===== src/rtl/mem_bus_arbiter_pkg.sv =====
// Shared types and constants for the memory-bus arbiter: bus commands,
// tag-owner table entries and the client-id width helper.
package mem_bus_arbiter_pkg;

  localparam int XLEN        = 32;
  localparam int NUM_TAGS    = 15;
  localparam int MAX_CID_W   = 3;

  typedef enum logic [1:0] {
    BUS_NONE  = 2'h0,
    BUS_LOAD  = 2'h1,
    BUS_STORE = 2'h2
  } bus_command_t;

  typedef struct packed {
    logic                 valid;
    logic [MAX_CID_W-1:0] cid;
  } owner_entry_t;

  function automatic int cid_width(input int n);
    return (n > 1) ? $clog2(n) : 1;
  endfunction

endpackage


===== src/rtl/mem_bus_arbiter_if.sv =====
// Bus bundle between cache clients, the arbiter and the tagged memory port.
// master = client/memory environment, slave = arbiter.
interface mem_bus_arbiter_if #(
  parameter int NUM_CLIENTS = 2
);
  import mem_bus_arbiter_pkg::*;

  logic [NUM_CLIENTS-1:0][1:0]      cl2arb_command;
  logic [NUM_CLIENTS-1:0][XLEN-1:0] cl2arb_addr;
  logic [NUM_CLIENTS-1:0][63:0]     cl2arb_data;
  logic [NUM_CLIENTS-1:0][3:0]      arb2cl_response;
  logic [63:0]                      arb2cl_data;
  logic [NUM_CLIENTS-1:0][3:0]      arb2cl_tag;
  logic [3:0]                       mem2proc_response;
  logic [63:0]                      mem2proc_data;
  logic [3:0]                       mem2proc_tag;
  logic [1:0]                       proc2mem_command;
  logic [XLEN-1:0]                  proc2mem_addr;
  logic [63:0]                      proc2mem_data;
  logic                             proto_err;

  modport master (
    output cl2arb_command, cl2arb_addr, cl2arb_data,
    output mem2proc_response, mem2proc_data, mem2proc_tag,
    input  arb2cl_response, arb2cl_data, arb2cl_tag,
    input  proc2mem_command, proc2mem_addr, proc2mem_data, proto_err
  );

  modport slave (
    input  cl2arb_command, cl2arb_addr, cl2arb_data,
    input  mem2proc_response, mem2proc_data, mem2proc_tag,
    output arb2cl_response, arb2cl_data, arb2cl_tag,
    output proc2mem_command, proc2mem_addr, proc2mem_data, proto_err
  );

endinterface


===== src/rtl/mem_bus_arbiter_rr_select.sv =====
// Masked priority encoder: first request at or above start, wrapping to the
// lowest request when none lies above. start = 0 gives plain fixed priority.
module mem_bus_arbiter_rr_select #(
  parameter int N = 2,
  parameter int W = 1
) (
  input  logic [N-1:0] req,
  input  logic [W-1:0] start,
  output logic         gnt_valid,
  output logic [W-1:0] gnt_cid
);

  logic         lo_found_s;
  logic         hi_found_s;
  logic [W-1:0] lo_cid_s;
  logic [W-1:0] hi_cid_s;

  // lo_* tracks the first request overall, hi_* the first one at or after start
  always_comb begin
    lo_found_s = 1'b0;
    hi_found_s = 1'b0;
    lo_cid_s   = '0;
    hi_cid_s   = '0;
    for (int i = 0; i < N; i++) begin
      lo_cid_s   = (req[i] && !lo_found_s) ? W'(i) : lo_cid_s;
      lo_found_s = lo_found_s | req[i];
      hi_cid_s   = (req[i] && (i >= int'(start)) && !hi_found_s) ? W'(i) : hi_cid_s;
      hi_found_s = hi_found_s | (req[i] && (i >= int'(start)));
    end
  end

  assign gnt_valid = lo_found_s;
  assign gnt_cid   = hi_found_s ? hi_cid_s : lo_cid_s;

endmodule


===== src/rtl/mem_bus_arbiter.sv =====
// Multiplexes NUM_CLIENTS cache requesters onto one tagged memory port and
// routes accept tags and load returns back to the issuing client.
module mem_bus_arbiter
  import mem_bus_arbiter_pkg::*;
#(
  parameter int NUM_CLIENTS = 2,
  parameter bit RR_MODE     = 1'b0
) (
  input logic              clock,
  input logic              reset,
  mem_bus_arbiter_if.slave bus
);

  localparam int CID_W = cid_width(NUM_CLIENTS);

  logic [NUM_CLIENTS-1:0]  elig_s;
  logic [CID_W-1:0]        start_s;
  logic                    gnt_valid_s;
  logic [CID_W-1:0]        gnt_cid_s;
  logic [1:0]              mux_cmd_s;
  logic [XLEN-1:0]         mux_addr_s;
  logic [63:0]             mux_data_s;
  logic                    accept_s;
  logic                    alloc_s;
  logic                    ret_hit_s;
  logic                    ret_miss_s;
  logic                    alloc_clash_s;
  owner_entry_t            ret_entry_s;

  logic                    pend_valid_q, pend_valid_d;
  logic [CID_W-1:0]        pend_cid_q, pend_cid_d;
  logic                    pend_is_load_q, pend_is_load_d;
  logic [CID_W-1:0]        rr_ptr_q, rr_ptr_d;
  owner_entry_t [NUM_TAGS:0] owner_q, owner_d;
  logic                    proto_err_q, proto_err_d;

  // The client granted last cycle is blacked out while it receives its response
  always_comb begin
    elig_s = '0;
    for (int i = 0; i < NUM_CLIENTS; i++) begin
      elig_s[i] = (bus.cl2arb_command[i] != BUS_NONE) &&
                  !(pend_valid_q && (pend_cid_q == CID_W'(i)));
    end
  end

  assign start_s = RR_MODE ? rr_ptr_q : '0;

  mem_bus_arbiter_rr_select #(
    .N (NUM_CLIENTS),
    .W (CID_W)
  ) u_rr_select (
    .req       (elig_s),
    .start     (start_s),
    .gnt_valid (gnt_valid_s),
    .gnt_cid   (gnt_cid_s)
  );

  // Granted client's request onto the memory side
  always_comb begin
    mux_cmd_s  = '0;
    mux_addr_s = '0;
    mux_data_s = '0;
    for (int i = 0; i < NUM_CLIENTS; i++) begin
      mux_cmd_s  = (gnt_valid_s && (gnt_cid_s == CID_W'(i))) ? bus.cl2arb_command[i] : mux_cmd_s;
      mux_addr_s = (gnt_valid_s && (gnt_cid_s == CID_W'(i))) ? bus.cl2arb_addr[i]    : mux_addr_s;
      mux_data_s = (gnt_valid_s && (gnt_cid_s == CID_W'(i))) ? bus.cl2arb_data[i]    : mux_data_s;
    end
  end

  assign bus.proc2mem_command = reset ? 2'b00 : mux_cmd_s;
  assign bus.proc2mem_addr    = reset ? '0 : mux_addr_s;
  assign bus.proc2mem_data    = reset ? 64'd0 : mux_data_s;

  assign accept_s    = pend_valid_q && (bus.mem2proc_response != 4'd0);
  assign alloc_s     = accept_s && pend_is_load_q;
  assign ret_entry_s = owner_q[bus.mem2proc_tag];
  assign ret_hit_s   = (bus.mem2proc_tag != 4'd0) && ret_entry_s.valid;
  assign ret_miss_s  = (bus.mem2proc_tag != 4'd0) && !ret_entry_s.valid;
  // A same-cycle return of the allocated tag frees it first, so that is not a clash
  assign alloc_clash_s = alloc_s && owner_q[bus.mem2proc_response].valid &&
                         !(ret_hit_s && (bus.mem2proc_tag == bus.mem2proc_response));

  // Accept-tag and return-tag routing to the owning client only
  always_comb begin
    bus.arb2cl_response = '0;
    bus.arb2cl_tag      = '0;
    for (int i = 0; i < NUM_CLIENTS; i++) begin
      bus.arb2cl_response[i] = (pend_valid_q && (pend_cid_q == CID_W'(i))) ?
                               bus.mem2proc_response : 4'd0;
      bus.arb2cl_tag[i]      = (ret_hit_s && (ret_entry_s.cid == MAX_CID_W'(i))) ?
                               bus.mem2proc_tag : 4'd0;
    end
  end

  assign bus.arb2cl_data = bus.mem2proc_data;
  assign bus.proto_err   = proto_err_q;

  // Next-state: pending grant, round-robin pointer, owner table, error flag
  always_comb begin
    pend_valid_d   = gnt_valid_s;
    pend_cid_d     = gnt_cid_s;
    pend_is_load_d = gnt_valid_s && (mux_cmd_s == BUS_LOAD);
    rr_ptr_d       = rr_ptr_q;
    owner_d        = owner_q;
    proto_err_d    = proto_err_q | ret_miss_s | alloc_clash_s;
    if (accept_s) begin
      rr_ptr_d = (pend_cid_q == CID_W'(NUM_CLIENTS - 1)) ? '0 : pend_cid_q + CID_W'(1);
    end else begin
      rr_ptr_d = rr_ptr_q;
    end
    owner_d[0] = '0;
    for (int t = 1; t <= NUM_TAGS; t++) begin
      owner_d[t] = (alloc_s && (bus.mem2proc_response == 4'(t))) ?
                   owner_entry_t'{valid: 1'b1, cid: MAX_CID_W'(pend_cid_q)} :
                   ((ret_hit_s && (bus.mem2proc_tag == 4'(t))) ? owner_entry_t'('0) : owner_q[t]);
    end
  end

  // State registers
  always_ff @(posedge clock or posedge reset) begin
    if (reset) begin
      pend_valid_q   <= 1'b0;
      pend_cid_q     <= '0;
      pend_is_load_q <= 1'b0;
      rr_ptr_q       <= '0;
      owner_q        <= '0;
      proto_err_q    <= 1'b0;
    end else begin
      pend_valid_q   <= pend_valid_d;
      pend_cid_q     <= pend_cid_d;
      pend_is_load_q <= pend_is_load_d;
      rr_ptr_q       <= rr_ptr_d;
      owner_q        <= owner_d;
      proto_err_q    <= proto_err_d;
    end
  end

endmodule

===== src/flat_wrapper.sv =====
// flat-port wrapper written by rule: the top's interface ports become plain ports
module mem_bus_arbiter_flat import mem_bus_arbiter_pkg::*;
#(
  parameter int NUM_CLIENTS = 2,
  parameter bit RR_MODE     = 1'b0
)
  (clock, reset, bus_cl2arb_command, bus_cl2arb_addr, bus_cl2arb_data, bus_mem2proc_response, bus_mem2proc_data, bus_mem2proc_tag, bus_arb2cl_response, bus_arb2cl_data, bus_arb2cl_tag, bus_proc2mem_command, bus_proc2mem_addr, bus_proc2mem_data, bus_proto_err);
  mem_bus_arbiter_if #(.NUM_CLIENTS(NUM_CLIENTS)) bus_i ();
  input logic clock;
  input logic reset;
  input wire logic [$bits(bus_i.cl2arb_command)-1:0] bus_cl2arb_command;
  input wire logic [$bits(bus_i.cl2arb_addr)-1:0] bus_cl2arb_addr;
  input wire logic [$bits(bus_i.cl2arb_data)-1:0] bus_cl2arb_data;
  input wire logic [$bits(bus_i.mem2proc_response)-1:0] bus_mem2proc_response;
  input wire logic [$bits(bus_i.mem2proc_data)-1:0] bus_mem2proc_data;
  input wire logic [$bits(bus_i.mem2proc_tag)-1:0] bus_mem2proc_tag;
  output wire logic [$bits(bus_i.arb2cl_response)-1:0] bus_arb2cl_response;
  output wire logic [$bits(bus_i.arb2cl_data)-1:0] bus_arb2cl_data;
  output wire logic [$bits(bus_i.arb2cl_tag)-1:0] bus_arb2cl_tag;
  output wire logic [$bits(bus_i.proc2mem_command)-1:0] bus_proc2mem_command;
  output wire logic [$bits(bus_i.proc2mem_addr)-1:0] bus_proc2mem_addr;
  output wire logic [$bits(bus_i.proc2mem_data)-1:0] bus_proc2mem_data;
  output wire logic [$bits(bus_i.proto_err)-1:0] bus_proto_err;
  assign bus_i.cl2arb_command = bus_cl2arb_command;
  assign bus_i.cl2arb_addr = bus_cl2arb_addr;
  assign bus_i.cl2arb_data = bus_cl2arb_data;
  assign bus_i.mem2proc_response = bus_mem2proc_response;
  assign bus_i.mem2proc_data = bus_mem2proc_data;
  assign bus_i.mem2proc_tag = bus_mem2proc_tag;
  assign bus_arb2cl_response = bus_i.arb2cl_response;
  assign bus_arb2cl_data = bus_i.arb2cl_data;
  assign bus_arb2cl_tag = bus_i.arb2cl_tag;
  assign bus_proc2mem_command = bus_i.proc2mem_command;
  assign bus_proc2mem_addr = bus_i.proc2mem_addr;
  assign bus_proc2mem_data = bus_i.proc2mem_data;
  assign bus_proto_err = bus_i.proto_err;
  mem_bus_arbiter #(.NUM_CLIENTS(NUM_CLIENTS), .RR_MODE(RR_MODE)) u_core (.clock(clock), .reset(reset), .bus(bus_i));
endmodule

===== config.mk =====
export PLATFORM = sky130hd
export DESIGN_NAME = mem_bus_arbiter_flat
export DESIGN_NICKNAME = d
export VERILOG_FILES = /design/src/rtl/mem_bus_arbiter_pkg.sv /design/src/rtl/mem_bus_arbiter_if.sv /design/src/rtl/mem_bus_arbiter_rr_select.sv /design/src/rtl/mem_bus_arbiter.sv /design/src/flat_wrapper.sv
export SDC_FILE = /design/constraint.sdc
export NUM_CORES = 1
export LEC_CHECK = 0
export ABC_AREA = 1
export CELL_PAD_IN_SITES_DETAIL_PLACEMENT = 0
export CELL_PAD_IN_SITES_GLOBAL_PLACEMENT = 1
export CORE_AREA = 2 2 177 179
export CTS_BUF_LIST = sky130_fd_sc_hd__clkbuf_8
export CTS_CLUSTER_DIAMETER = 50
export DETAILED_ROUTE_END_ITERATION = 12
export DIE_AREA = 0 0 179 181
export GPL_TIMING_DRIVEN = 0
export PLACE_DENSITY_LB_ADDON = 0.1
export SLEW_MARGIN = 20
export SYNTH_ARGS = -nofsm -noshare
export SYNTH_HDL_FRONTEND = slang
export SYNTH_SLANG_ARGS = --single-unit

===== constraint.sdc =====
create_clock -name clock -period 1.8 [get_ports clock]
set_input_delay 0.18 -clock clock [delete_from_list [all_inputs] [get_ports clock]]
set_output_delay 0.18 -clock clock [all_outputs]
set_load 0.02 [all_outputs]

After elaboration in Yosys (flattened, before gate mapping)
Cells that the tools add are included.

word-level totals
  bits in registers = 64
  output and inout bits = 179
  logic and storage cells = 194

operators by class
  reduce and logical (&&, ||, !) cells = 72
  bitwise logic cells = 5
  mux-type cells = 48
  order comparisons = 2
  equality and inequality tests = 33

operators by type and width
  operator                                              number
  2-to-1 mux 64 bit                                     3
  2-to-1 mux 4 bit                                      36
  2-to-1 mux 32 bit                                     3
  equality test 4 bit (second input constant)           16
  logical AND 1 bit                                     47
  nonzero test 2 bit                                    17
  binary-select mux 4 bit (select 4 bit)                2
  equality test 4 x 3 -> 1 bit (second input constant)  8
  equality test 4 x 2 -> 1 bit (second input constant)  4
  < comparator 4 x 5 -> 1 bit (second input constant)   2
  equality test 4 x 1 -> 1 bit (second input constant)  2
  nonzero test 4 bit                                    2
  2-to-1 mux 2 bit                                      3
  zero test 1 bit                                       5
  equality test 4 bit                                   1
  equality test 3 x 1 -> 1 bit (second input constant)  1
  zero test 3 bit                                       1
  OR 1 bit                                              3
  equality test 2 x 1 -> 1 bit (second input constant)  1
  inverter 1 bit                                        2
  2-to-1 mux 1 bit                                      1

Logic depth before layout (Yosys ltp)
  depth in word-level cells = 13
  gate-level depth with buffers = 12
  gate-level depth less buffers = 11

Hierarchy
Synthesis repeated with hierarchy kept, for this count alone.

unflattened totals
  cell total of the unflattened synthesis = 748
  area, all modules = 4369.2 um^2

modules (own cells, without submodules)
  module                     seq. area each (um^2)  times used  area each (um^2)  cells an instance
  mem_bus_arbiter            850.8                  1           4350.4            744
  mem_bus_arbiter_rr_select  0.0                    1           18.8              4

Worst setup path before layout
Ideal clock, no wire load.

  kind = register to output
  from = register u_core.pend_cid_q
  to = output port bus_proc2mem_addr[10]
  setup slack = 0.101 ns
  arrival = 1.519 ns
  required time = 1.620 ns
  path buffers = 2
  stages on the path, launching flop included = 10
  path through = dfrtp_1 > inv_2 > nand2_4 > o21ai_2 > nand2_1 > inv_2 > buf_4 > buf_4 > nand2_1 > a21oi_1

between the ends
  longest elaborated chain between the ends = 12
  elaborated cells on any way between the ends = 17
  classes of those cells = 4 x mux; 3 x bitwise; 10 x reduce/logical

ends and longest elaborated chain
  element                 line                                                              text
  start, declared         mem_bus_arbiter.sv:31                                             logic [CID_W-1:0] pend_cid_q, pend_cid_d;
  start signal, assigned  mem_bus_arbiter.sv:130                                            pend_cid_q <= pend_cid_d;
  inverter 1 bit          mem_bus_arbiter.sv:42                                             !(pend_valid_q && (pend_cid_q == CID_W'(i)));
  logical AND 1 bit       mem_bus_arbiter.sv:42
  zero test 1 bit         mem_bus_arbiter.sv:42
  logical AND 1 bit       mem_bus_arbiter.sv:41                                             elig_s[i] = (bus.cl2arb_command[i] != BUS_NONE) &&
  zero test 1 bit         mem_bus_arbiter_rr_select.sv:25, mem_bus_arbiter_rr_select.sv:27
  logical AND 1 bit       mem_bus_arbiter_rr_select.sv:25, mem_bus_arbiter_rr_select.sv:27
  2-to-1 mux 1 bit        mem_bus_arbiter_rr_select.sv:25, mem_bus_arbiter_rr_select.sv:27
  inverter 1 bit          mem_bus_arbiter.sv:65                                             mux_addr_s = (gnt_valid_s && (gnt_cid_s == CID_W'(i))) ? bus.cl2arb_addr[i] : mux_addr_s;
  logical AND 1 bit       mem_bus_arbiter.sv:65
  2-to-1 mux 32 bit       mem_bus_arbiter.sv:65
  2-to-1 mux 32 bit (*)   mem_bus_arbiter.sv:65
  2-to-1 mux 32 bit (*)   mem_bus_arbiter.sv:71                                             assign bus.proc2mem_addr = reset ? '0 : mux_addr_s;
  end, declared           flat_wrapper.sv:21                                                output wire logic [$bits(bus_i.proc2mem_addr)-1:0] bus_proc2mem_addr;

Mark *: on every way between the ends. The rest lies on a longest branch, timed or not.

Final worst setup path
  from = register u_core.pend_cid_q
  to = output port bus_proc2mem_addr[5]

Same word-level chain as after synthesis.

==> flow_summary.json <==
{
  "fin_worst_skew_ns": 0.00543,
  "synth-seq-cells": 34,
  "grt_setup_unrepaired": "yes",
  "hold_viol": 0,
  "routed_wl_um": 28600,
  "worstPathRequired_ns": 1.62,
  "cp-start-kind": "flip-flop",
  "die_w_um": 179,
  "wl_per_cell_um": 18.6,
  "port_buffers": 381,
  "grt_pass1_vias": 6028,
  "drtIter0Drc": 183,
  "dr_total_vias": 6051,
  "die_y_um": 181,
  "start_util_pct": 13.3,
  "cts-root-buf": "clkbuf_8",
  "rows": 64,
  "worst_slew_pin_slew_ns": 0.778,
  "hpwl_um": 23800,
  "placed_cell_area_um2": 8370,
  "clk_path_buf_depth": 2,
  "max-slew-margin-rel_pct": 48.1,
  "final-max-slew-violation-count": 0,
  "grt_pass1_wl_um": 40000,
  "grt_use_total_pct": 16.8,
  "powerDensity_nw_per_um2": 1140,
  "drv_cap": 0,
  "antenna_found_initial": 11,
  "status": "complete, but fails checks",
  "cts_tree": "done",
  "synth_cell_types": 27,
  "violations": "negative setup slack",
  "dp.cells": 1490,
  "vdd.ir_drop.worst_mv": 0.455,
  "fmax_ghz": 0.480,
  "htreeDepth": 2,
  "drive_gt1_share_pct": 37.5,
  "clkTransAtPathRegs_ns": 0.08,
  "worst_slack_ns": -0.285,
  "whs_path_depth": 5,
  "route.detailed.drc": 0,
  "cts_buffers": 5,
  "grt_max_degree": 20,
  "leakagePower_nw": 4.40,
  "dieArea_um2": 32400,
  "postSynthAreaPerCell_um2": 5.66,
  "synth-simple-area-share_pct": 41.1,
  "viasPerCell": 3.93,
  "cp-end-kind": "primary output",
  "worstPathArrival_ns": 1.91,
  "hold_class": "primary input to flip-flop",
  "setup_violations": 98,
  "routabilityCongestion": 0.782,
  "syn-num-nets": 982,
  "synth_top_area_share_pct": 29.8,
  "p_total_mw": 11.2,
  "layout_commonest_cell": "nand2_1",
  "cts.sinks": 34,
  "ys_warn_count": 0,
  "nNetsFinal": 1410,
  "design_area_um2": 9830,
  "fp.coreArea_um2": 30300,
  "synthToLayoutAreaGrowth_pct": 144,
  "syn-instance-count": 712,
  "rr_worst_depth": 5,
  "overflow": 0,
  "min_period_over_period_pct": 116,
  "synth_compound_area_share_pct": 17.6,
  "synthMuxAreaShare_pct": 0,
  "synth_fa_ha_area_share_pct": 0,
  "stdcell_count": 1541,
  "synth-xor-area-share_pct": 0.435,
  "clk_latency_ns": 0.29,
  "synthTopCellsByArea": "nand2_1 30%, dfrtp_1 21%, buf_4 13%",
  "critical_path_class": "flip-flop to primary output",
  "ios": 449,
  "synth_top_area_cell": "nand2_1",
  "syn-cell-area_um2": 4030,
  "fin_crit_ns": 2.09,
  "critPathMaxFanout": 7,
  "synth_top_family_by_area": "simple AND/OR/NAND/NOR gates",
  "firstDrtPassIters": 4,
  "ys_seq_area_share_pct": 21.1,
  "mostFrequentLayoutCells": "269 x nand2_1, 264 x clkdlybuf4s50_1, 126 x buf_4, 78 x buf_6, 68 x a21oi_2",
  "drtAntennaViolNets": 0,
  "post-place-ws_ns": -1.02
}
[Yosys cell counts]
cell type  number
nor4_1          2
inv_2           8
nor3_2          1
o21ai_1         2
o21ai_0        20
o21ai_2         1
o21bai_1        1
a21oi_1       100
nand2_2        14
buf_4          69
nor2_4          2
o22ai_1        11
xor2_1          2
buf_6           2
nand4_1         2
a22oi_1         1
buf_2          15
nand2_1       320
o31ai_1         1
nand3_1        13
clkbuf_1       16
dfrtp_1        34
nor3_1          4
nor2_1         40
inv_1          24
nand2_4         6
nor2_2          1
[cell families (layout without fill, tap and decap cells)]
kind of cell | count (synthesis) | count (layout)
xor+xnor | 2 | 2
simple gates | 405 | 405
flops | 34 | 34
other cells | 0 | 5
compound gates | 137 | 137
buf+inv | 134 | 562
[where the power goes]
group / switching (mW) / internal [mW] / total, mW
Sequential: 0.294 / 1.12 / 1.41
Combinational: 4.72 / 4.29 / 9.01
Clock: 0.309 / 0.444 / 0.752
Total: 5.32 / 5.86 / 11.2
[worst paths after layout]
| check | startpoint | to | slack, ns |
|---|---|---|---|
| setup reg to reg | u_core.pend_cid_q$_DFF_PP0_ | u_core.owner_q[8]$_DFFE_PP0P_ | 0.12 |
| hold / removal | bus_mem2proc_tag[1] | u_core.bus.proto_err$_DFF_PP0_ | 0.39 |
| max in group asynchronous | reset | u_core.pend_cid_q$_DFF_PP0_ | 0.88 |
| min in group asynchronous | reset | u_core.pend_is_load_q$_DFF_PP0_ | 0.47 |
| hold reg to reg | u_core.bus.proto_err$_DFF_PP0_ | u_core.bus.proto_err$_DFF_PP0_ | 0.47 |
| setup / recovery | u_core.pend_cid_q$_DFF_PP0_ | bus_proc2mem_addr[5] | -0.29 |
[worst max-delay path: stages (launching register included)]
cell       delay, ns
dfrtp_2         0.46
inv_4           0.10
nand2_8         0.05
o21ai_4         0.07
nand2_2         0.09
inv_4           0.09
buf_6           0.12
buf_12          0.13
clkbuf_16       0.15
nand2_2         0.05
a21oi_2         0.13
buf_4           0.16
[routing by layer]
metal	GRT usage [%]	share of wire, %
met1	18.3	37
met2	30.9	53
met3	6.63	8.6
met4	2.21	0.83
met5	0	0.34
[registers in the layout, indices dropped and copies added (netlist names)]
register / count
u_core.pend_cid_q: 1
u_core.owner_q: 30
u_core.pend_valid_q: 1
u_core.bus.proto_err: 1
u_core.pend_is_load_q: 1
[layout make-up]
cell class | count | area, um^2
fill | 3367 | 20500
timing repair buffer | 423 | 4330
multi-input combinational | 544 | 3080
sequential | 34 | 853
buffer | 100 | 810
tap | 396 | 495
inverter | 32 | 133
clock buffer | 6 | 82.6
clock inverter | 1 | 30.0
antenna | 5 | 12.5
[timing repair]
item	in CTS	in global routing
gates cloned	6	4
resized for setup	739	186
setup endpoints to repair	114	113
buffers inserted	28	4
pin swaps	19	58
hold buffers	0	0
[metrics by stage]
stage               util (%)  TNS, ns  hold WS (ns)
floorplan                  -        0         0.313
global placement        27.5   -99.88         0.454
detailed placement      27.6   -80.61         0.455
CTS                     30.0   -21.44         0.388
global route            32.4   -31.71         0.418
finish                  32.4   -19.69         0.394
No activity file was read; power rests on OpenSTA's default activity.
